--- src/rtl/vx_issue_scoreboard.sv ---
// Per-warp register scoreboard: tracks in-flight destination registers, raises the
// RAW/WAW issue stall and reports per-warp drain status. Optional macro: VX_SCOREBOARD_BYPASS_EN.
module vx_issue_scoreboard #(
  parameter int NW    = 8,
  parameter int NR    = 32,
  parameter int CNT_W = 6,
  localparam int WW   = (NW > 1) ? $clog2(NW) : 1
) (
  input  logic          clk,
  input  logic          reset,
  input  logic          in_issue_valid,
  input  logic [WW-1:0] in_issue_warp_num,
  input  logic [4:0]    in_rs1,
  input  logic [4:0]    in_rs2,
  input  logic          in_uses_rs1,
  input  logic          in_uses_rs2,
  input  logic [4:0]    in_rd,
  input  logic [1:0]    in_wb,
  input  logic          in_freeze,
  input  logic          in_wb_valid,
  input  logic [WW-1:0] in_wb_warp_num,
  input  logic [4:0]    in_wb_rd,
  output logic          out_fwd_stall,
  output logic [NW-1:0] out_warp_idle,
  output logic          out_err
);

  localparam logic [1:0] NO_WB = 2'b00;

  logic [NW-1:0][NR-1:0]    busy_q, busy_d;
  logic [NW-1:0][CNT_W-1:0] pend_cnt_q, pend_cnt_d;
  logic                     err_q, err_d;

  logic [NR-1:0] busy_row_s;
  logic          hazard_s;
  logic          wb_hit_s;
  logic          wb_clr_s;
  logic          wb_bad_s;
  logic          issue_acc_s;
  logic          issue_set_s;
  logic          cnt_err_s;

  // Hazard detection against the issuing warp's busy row.
  always_comb begin
    wb_hit_s   = busy_q[in_wb_warp_num][in_wb_rd];
    wb_clr_s   = in_wb_valid & (in_wb_rd != 5'd0) & wb_hit_s;
    wb_bad_s   = in_wb_valid & (in_wb_rd != 5'd0) & ~wb_hit_s;
    busy_row_s = busy_q[in_issue_warp_num];
`ifdef VX_SCOREBOARD_BYPASS_EN
    // A register retiring this cycle is forwarded by the D/E path, so it no longer blocks.
    if (wb_clr_s && (in_wb_warp_num == in_issue_warp_num)) begin
      busy_row_s[in_wb_rd] = 1'b0;
    end else begin
      busy_row_s = busy_row_s;
    end
`endif
    busy_row_s[0] = 1'b0;
    hazard_s      = (in_uses_rs1 & busy_row_s[in_rs1])
                  | (in_uses_rs2 & busy_row_s[in_rs2])
                  | ((in_wb != NO_WB) & busy_row_s[in_rd]);
    out_fwd_stall = in_issue_valid & hazard_s;
    issue_acc_s   = in_issue_valid & ~out_fwd_stall & ~in_freeze;
    issue_set_s   = issue_acc_s & (in_wb != NO_WB) & (in_rd != 5'd0);
  end

  // Next-state for busy bits, pending counters and the sticky error.
  always_comb begin
    busy_d     = busy_q;
    pend_cnt_d = pend_cnt_q;
    cnt_err_s  = 1'b0;
    if (wb_clr_s) begin
      busy_d[in_wb_warp_num][in_wb_rd] = 1'b0;
    end else begin
      busy_d = busy_d;
    end
    // Set after clear: the issuing instruction is younger than the one writing back.
    if (issue_set_s) begin
      busy_d[in_issue_warp_num][in_rd] = 1'b1;
    end else begin
      busy_d = busy_d;
    end
    for (int i = 0; i < NW; i++) begin
      case ({issue_set_s && (in_issue_warp_num == WW'(i)),
             wb_clr_s && (in_wb_warp_num == WW'(i))})
        2'b10: begin
          if (pend_cnt_q[i] == {CNT_W{1'b1}}) begin
            cnt_err_s = 1'b1;
          end else begin
            pend_cnt_d[i] = pend_cnt_q[i] + CNT_W'(1);
          end
        end
        2'b01: begin
          if (pend_cnt_q[i] == {CNT_W{1'b0}}) begin
            cnt_err_s = 1'b1;
          end else begin
            pend_cnt_d[i] = pend_cnt_q[i] - CNT_W'(1);
          end
        end
        default: pend_cnt_d[i] = pend_cnt_q[i];
      endcase
    end
    err_d = err_q | wb_bad_s | cnt_err_s;
  end

  // State registers.
  always_ff @(posedge clk or posedge reset) begin
    if (reset) begin
      busy_q     <= '0;
      pend_cnt_q <= '0;
      err_q      <= 1'b0;
    end else begin
      busy_q     <= busy_d;
      pend_cnt_q <= pend_cnt_d;
      err_q      <= err_d;
    end
  end

  // Drain status straight from the registered counters.
  always_comb begin
    out_warp_idle = '0;
    for (int i = 0; i < NW; i++) begin
      out_warp_idle[i] = (pend_cnt_q[i] == {CNT_W{1'b0}});
    end
    out_err = err_q;
  end

endmodule

--- config.mk ---
export PLATFORM = sky130hd
export DESIGN_NAME = vx_issue_scoreboard
export DESIGN_NICKNAME = d
export VERILOG_FILES = /design/src/rtl/vx_issue_scoreboard.sv
export SDC_FILE = /design/constraint.sdc
export NUM_CORES = 1
export LEC_CHECK = 0
export ABC_AREA = 0
export BUFFER_PORTS_ARGS = -buffer_cell sky130_fd_sc_hd__buf_2
export CORE_MARGIN = 2
export CORE_UTILIZATION = 50
export CTS_BUF_LIST = sky130_fd_sc_hd__clkbuf_4
export CTS_CLUSTER_DIAMETER = 120
export CTS_CLUSTER_SIZE = 40
export DETAILED_ROUTE_END_ITERATION = 10
export PLACE_DENSITY = 0.66
export RECOVER_POWER = 50
export SLEW_MARGIN = 30
export SYNTH_ARGS = -nofsm -noshare
export SYNTH_HDL_FRONTEND = slang
export SYNTH_SLANG_ARGS = --single-unit
export TNS_END_PERCENT = 1
--- constraint.sdc ---
create_clock -name clk -period 12 [get_ports clk]
set_input_delay 1.2 -clock clk [delete_from_list [all_inputs] [get_ports clk]]
set_output_delay 1.2 -clock clk [all_outputs]
set_load 0.05 [all_outputs]
==> results summary, run 1 <==
The flow ran to the end, but the final reports show violations. The checks that failed: max-capacitance violations, max-slew violations. The post-synthesis average cell area came out at around 9.5 µm². The CTS tree is done. Setup violations remaining at the end of the flow were counted as 0. The measured slew at the worst slew-check pin came out at 3.98 ns. The combinational fraction of design power is between 20 and 30%. The net count after synthesis came out at between 2000 and 2500. Leaving out fill and tap cells, the most frequent cell in the layout is dfrtp_1.

The worst ir drop on vdd is ~0.00011 V. The share of power burned in the clock network is 18.6%. The cell that appears most often on the critical path is clkbuf_1. The worst-case clock skew is approximately 0.070 ns. The number of DRC violations after detailed routing is 0.

The number of instances on the worst hold path came out at 0. The starting utilization of the core area is 50.4%. In the layout the commonest cells are 305 x dfrtp_1, 249 x o41ai_1, 238 x nand2_1, 238 x o21ai_1, 104 x mux2i_1. In this run the critical register-to-register path is launched from busy_q[203]$_DFF_PP0_. Fill cells in the final layout number 3789. The maximum fanout count along the critical path is slightly above 90.

The via density per instance came out at 7.27. The final-report hold violation count is 0. The smallest clock period supported by the final layout is computed as ~7.3 ns.

The weighted congestion reported at the end of routability-driven placement is just over 1. The cell area after synthesis is ~20000 µm². The first detailed-routing pass took 8 iterations. Clock-pin slew was measured on the worst setup and hold paths at ~0.4 ns. The nature of the critical path startpoint is an input port. The insertion delay to the later sink of the worst-skew pair came out at 0.83 ns. The unique cell type count in the Yosys netlist is 82.

The highest-delay cell along the critical path is clkbuf_1. Buffers inserted to repair hold after CTS numbered 0. Net switching is 38.7% of the power.

Max-cap violations in this run came to 3. The period utilization is between 60 and 70%. The number of warning messages in the yosys log came out at 0.

The endpoint identified for the worst register-to-register timing path is pend_cnt_q[29]$_DFFE_PP0P_. The number of enable flip-flop cells after synthesis is 0. The number of buffers added by the clock tree synthesis step is 12. The register bit count reported by yosys came out at between 300 and 400. The routed length on met2 is 33200 µm. Of the cells placed in the final design, the portion with a size suffix greater than 1 is between 10 and 15%. The number of cells upsized or downsized after cts came out at 0. The worst hold path belongs to the class reg -> reg.

At the end of the flow, the number of nets in the layout was between 2000 and 2500. The endpoint class of the critical path is an asynchronous set/reset pin. The critical path arrival came out at roughly 8.3 ns. The site row count came out at 74.

The number of antenna violations at the first check in global routing was 3. The placed wire-length estimate after detailed placement is ~47000 µm. In this run the most critical hold path is launched from busy_q[160]$_DFF_PP0_. The post-CTS setup buffer count came out at 0. The maximum level of the CTS H-tree came out at 1. The internal power of the cells totals between 1 and 1.5 mW. The die area came out at 42500 µm². Detailed routing placed a total of between 7000 and 8000 µm of wire on met3. The first global-routing pass estimated about 110000 µm of wire.

The proportion of synthesized flip-flops having asynchronous set or reset came out at 100%. The total count of max-transition violations in the final report came out at 191. Among all flip-flop cells after synthesis, the most frequent one is dfrtp_1. The top-level port count is between 40 and 50. The die boundary width came out at between 200 and 250 µm.

The number of input and output port buffers inserted came out at 44. The analysis attributes to net switching a power of about 0.86 mW. The data required time of the critical path came out at 13.02 ns. In this run the clock root is driven by a clkbuf_4. Walking the worst path, the cells encountered are buf_2 -> clkinvlp_2 -> clkbuf_1 -> clkbuf_1 -> buf_16. For this design the ratio of total power to cell area is 107 nW/µm². The number of clock sinks is around 310. The static leakage came out at slightly above 8 nW. The total global routing track utilization came out at around a third. The kind of critical path is in -> async. The via count of the first global-routing pass came out at roughly 19000.

The post-route antenna net violation count is 0. The routed wire length per instance came out at 28.7 µm. The synthesis-to-finish area growth is 2.47%. The core region is between 40000 and 50000 µm². The utilization of the core after routing came out at 51.6%. The total number of vias came out at between 15000 and 20000.

The maximum clock frequency is 137 MHz. The highest metal layer carrying signal wires in the routed design is met5. The wire length the detailed router placed on met1 is between 20000 and 30000 µm. Of the total power, registers draw 52.4%. Setup total negative slack on the finished layout was measured at 0 ns.

For the worst flop-to-flop path, the logic depth is 18. In this run the vertical extent of the chip is slightly above 200 µm. For this block, the routed nets add up to ~74000 µm of wire.

The endpoint with the worst hold slack is busy_q[160]$_DFF_PP0_. The maximum number of pins on one net before global-route repair came out at about 110. Hold timing on the final database bottoms out at a slack of approximately 0.42 ns.

Grouping stages by cell kind, the critical path spends the most delay in buffers and inverters. The count of mapped cells out of synthesis is 2149. Measured against its own limit, the worst slew margin works out to -167%.

The register area share after synthesis came out at between 30% and 40%. The initial detailed-routing violation count is approximately 2100. Setup repair after global routing left no endpoint under its margin. The count of buffer and inverter cells on the critical path is 5.

The register-to-register setup slack came out at 6.33 ns. The largest stage delay on the critical path is between 2 and 3 ns. The total overflow left after global routing is 0. The number of buffers between clock root and the deepest sink is 3.
==> per-stage QoR <==
| step | std cells | setup WS [ns] | total power, mW | area [µm²] |
|---|---|---|---|---|
| floorplan | 2149 | 2.37 | 1.64 | 20400 |
| global placement | 2550 | 4.16 | 1.81 | 20700 |
| detailed placement | 2552 | 4.05 | 1.82 | 20800 |
| CTS | 2571 | 4.95 | 2.24 | 20900 |
| global route | 2572 | 3.31 | 2.34 | 20900 |
| finish | 2572 | 4.71 | 2.23 | 20900 |
==> layout make-up <==
cell class / count / area [µm²] / share of cell area, %
sequential: 305 / 7630 / 36.4
antenna: 1 / 2.50 / 0.0119
multi-input combinational: 1567 / 11700 / 55.7
clock inverter: 5 / 67.6 / 0.323
timing repair buffer: 82 / 553 / 2.64
clock buffer: 14 / 105 / 0.502
tap: 532 / 666 / 3.18
inverter: 66 / 249 / 1.19
==> worst max path at each step <==
stage                                     from                          to  depth (start not counted)
after global routing                     reset        busy_q[53]$_DFF_PP0_                          4
after detailed placement  in_issue_warp_num[1]  pend_cnt_q[11]$_DFFE_PP0P_                         20
final                                    reset       busy_q[159]$_DFF_PP0_                          5
after CTS                 in_issue_warp_num[1]  pend_cnt_q[29]$_DFFE_PP0P_                         20
after global placement    in_issue_warp_num[1]  pend_cnt_q[29]$_DFFE_PP0P_                         20
after floorplan                          reset         busy_q[0]$_DFF_PP0_                          1
==> metal layers <==
| metal | vias to the layer above | GRT usage [%] |
|---|---|---|
| met1 | 9184 | 47.7 |
| met2 | 1183 | 54.2 |
| met3 | 240 | 5.91 |
| met4 | 6 | 14.8 |
| li1 | 8074 | - |
| met5 | - | 0 |
==> state kept, by name, indices dropped and copies added (netlist names) <==
| signal | flops |
|---|---|
| out_err | 1 |
| busy_q | 256 |
| pend_cnt_q | 48 |
==> power groups by stage <==
| stage | combinational, mW | sequential (mW) | clock (mW) |
|---|---|---|---|
| floorplan | 0.477 | 1.16 | 0 |
| detailed placement | 0.641 | 1.18 | 0 |
| global placement | 0.625 | 1.18 | 0 |
| global route | 0.706 | 1.18 | 0.456 |
| CTS | 0.642 | 1.17 | 0.427 |
| finish | 0.649 | 1.17 | 0.415 |
==> cell families after synthesis <==
family / after synthesis / synth area share [%]
flops: 305 / 37.3
xor+xnor: 48 / 2.06
mux: 191 / 13.0
buf+inv: 277 / 5.94
compound gates: 786 / 26.9
simple gates: 486 / 11.1
fa+ha+maj: 56 / 3.72
==> synth_stat cells (all sizes together) (11+ instances only) <==
library cell / n / share of area (%)
a211oi: 15 / 0.58
a21o: 21 / 0.77
a21oi: 42 / 1.0
a22oi: 42 / 1.5
buf: 87 / 2.4
clkbuf: 124 / 2.3
dfrtp: 305 / 37
ha: 48 / 2.9
inv: 66 / 1.2
mux2: 31 / 1.7
mux2i: 104 / 5.1
mux4: 56 / 6.2
nand2: 239 / 4.4
nand3: 35 / 0.86
nand4: 13 / 0.40
nor2: 71 / 1.3
nor2b: 17 / 0.52
nor3: 36 / 0.88
o211ai: 11 / 0.40
o21ai: 292 / 7.1
o22ai: 13 / 0.40
o41ai: 249 / 11
or2: 12 / 0.37
xnor2: 25 / 1.1
xor2: 23 / 0.99
Note: power is estimated with default switching activity, not from simulation.
==> run 2: changes to the inputs <==
PLACE_DENSITY = 0.68   (was 0.66)
clock period = 6.22 ns   (was 12 ns; I/O delays follow)
==> run 2 against run 1 <==
The run still ends with max-capacitance violations, max-slew violations left; largest cell class unchanged; sequential cell count did not move; critical path depth rose by 13; count of clock-buffer cells in the layout fell by 1; design area rose by 1.5%.
==> results summary, run 2 (synthesized netlist as in run 1, its figures left out) <==
The sum of routed wire length over all layers came out at 73900 µm (+0.12%). The number of clock sinks came to 305 (unchanged). The flip-flop count of the largest register, all copies and words added came to 256 (unchanged).

The total power density per cell area is 205 nW/µm² (+92%). The final-report hold violation count came to 0 (unchanged). Leaving out fill and tap cells, the most frequent cells in the layout are 305 x dfrtp_1, 249 x o41ai_1, 238 x nand2_1, 238 x o21ai_1, 104 x mux2i_1. The max-slew headroom at the worst pin came out at -168% (-0.78 points).

The number of cell instances on the worst register-to-register path came to 17 (-1). The via count of the first global-routing pass is 18566 (+0.11%). Setup repair after global routing left no endpoint under its margin. The number of nets in the finished design is 2161 (+1.7%). The measured slew at the worst slew-check pin came out at 4.02 ns (+0.0336 ns). The routed design could run at a clock period as short as 5.06 ns. The total count of max-transition violations in the final report is 296 (+55%). The origin of the critical flop-to-flop path is busy_q[237]$_DFF_PP0_. The static leakage came out at 8.48 nW (+2.3%).

The worst hold-check slack came out at 0.279 ns (-0.146 ns). The die boundary width came out at 206 µm (unchanged). The final critical path takes up 81.3% of the cycle. The post-route antenna net violation count is 0 (unchanged).

The worst setup path is launched from an input port. The most critical setup path has its endpoint at pend_cnt_q[41]$_DFFE_PP0P_. The endpoint identified for the worst register-to-register timing path is pend_cnt_q[23]$_DFFE_PP0P_. The summed negative setup slack over all endpoints is 0 ns (unchanged). The count of maximum capacitance violations is 3 (unchanged). The share of post-route cells with drive strength above 1 was 12.4% (+1.4 points). The overall overflow remaining after global route came out at 0 (unchanged). The maximum fanout count along the critical path came out at 33 (-64%). TritonCTS built the clock tree. The register-to-register setup slack is 1.30 ns (-5.03 ns). The worst ir drop on vdd came out at 0.000271 V (+150%). The number of antenna violations at the first check in global routing came out at 1 (-2). The clock slew seen by the registers of the worst setup and hold paths is 0.39 ns (about the same).

The area of the core region is 40600 µm² (unchanged). The post-CTS setup buffer count was 0 (unchanged). The tightest min-delay check is of the in -> async type. The critical path is of the in -> reg type.

The starting utilization of the core area is 50.4% (unchanged). The maximum level of the CTS H-tree came out at 1 (unchanged). The critical path startpoint is in_wb_warp_num[0]. The sum of internal, switching and leakage power came out at 4.36 mW (+95%).

The worst-case clock skew came out at 0.101 ns (+0.0306 ns). The endpoint class of the critical path is a register. The first-pass GRT wire length came out at 113000 µm (-0.29%). The routed wire length per instance is 28.3 µm (-1.2%). The flow ran to the end, but the final reports show violations. The number of DRC violations after detailed routing is 0 (unchanged). The number of buffers added by the clock tree synthesis step is 12 (unchanged). The synthesis-to-finish area growth is 4.00%. The number of cells upsized or downsized after cts is 0 (unchanged). The vertical die dimension was 206 µm (unchanged). The maximum number of pins on one net before global-route repair is 187 (+78%). The post-detailed-placement cell area is 21100 µm² (+1.5%). The most frequent standard cell in the layout excluding fill and tap cells is dfrtp_1. The register ranked first by flip-flop count is busy_q.

The site row count came out at 74 (unchanged). The data required time of the critical path came out at 6.92 ns (-6.10 ns). The final reports fail on max-capacitance violations, max-slew violations. The initial detailed-routing violation count is 2541 (+19%). The top-level port count came out at 45 (unchanged). The first-pass detailed-route iteration total came to 6 (-2). The critical path arrival came out at 5.76 ns (-2.55 ns). The utilization of the core after routing is 52.4% (+0.77 points). The area of all placed cells without fillers came out at 21300 µm² (+1.5%). The total global routing track utilization came out at 34.6% (-0.11 points). The total number of vias is 19118 (+2.3%).

The number of buffers between clock root and the deepest sink came out at 3 (unchanged). The insertion delay to the later sink of the worst-skew pair came out at 0.83 ns (about the same). The maximum clock frequency came out at slightly below 200 MHz. The weighted congestion reported at the end of routability-driven placement came to 1.01 (about the same). The placed wire-length estimate after detailed placement was 48100 µm (+2.7%). The die area is 42500 µm² (unchanged). The final setup violation count is 0 (unchanged). The via density per instance came out at 7.33 (+0.93%). The number of input and output port buffers inserted came out at 44 (unchanged). The library cell used as clock root buffer is clkbuf_4.
[run 2: repair_timing]
| item | 4_1_cts | 5_1_grt |
|---|---|---|
| setup endpoints to repair | 0 | 0 |
| endpoints found under the hold margin | 39 | 0 |
| hold buffers | 1 | 0 |
[run 2: through the flow]
step	std cells	setup slack, ns
2_1_floorplan	2149	1.44
3_3_place_gp	2586	0.490
3_5_place_dp	2586	0.455
4_1_cts	2605	1.35
5_1_grt	2607	0.973
6_report	2607	1.16
[run 2: worst min-delay path by stage]
stage	endpoint	slack, ns	cells after the start
after floorplan	busy_q[64]$_DFF_PP0_	0.42	1
after global placement	busy_q[64]$_DFF_PP0_	0.36	0
after detailed placement	busy_q[192]$_DFF_PP0_	0.37	0
after CTS	busy_q[112]$_DFF_PP0_	0.32	6
after global routing	busy_q[6]$_DFF_PP0_	0.33	3
final	busy_q[224]$_DFF_PP0_	0.28	3
[run 2: per-layer routing]
layer	GRT usage, %	part of all wire, %	wire (µm)
met1	47.6	39	29100
met2	52.1	44	32500
met3	7.40	11	8160
met4	16.3	5.6	4130
met5	0	0	0
[run 2: critical path: stages]
cell,delay [ns]
buf_4,0.58
buf_4,0.37
mux4_2,0.61
mux4_2,0.49
nand3_1,0.21
o2111ai_1,0.32
nor4_4,0.45
buf_4,0.25
nor3_1,0.09
ha_1,0.34
ha_1,0.30
a21o_1,0.18
a21o_1,0.19
a21o_1,0.18
a21oi_1,0.17
xnor2_1,0.13
nor2_1,0.07
xor2_1,0.16
[run 2: power by group]
part	total (mW)	internal, mW	switching, mW
Combinational	1.27	0.402	0.871
Clock	0.826	0.166	0.660
Sequential	2.26	2.12	0.144
Total	4.36	2.69	1.67
[run 2: area by class of cell]
cell class	count	area, µm²
clock buffers	13	97.6
well taps	532	666
inverters	66	249
fillers	3693	19300
diodes	1	2.50
repair buffers	118	868
clock inverters	5	87.6
multi-input cells	1567	11700
flip-flops and latches	305	7630
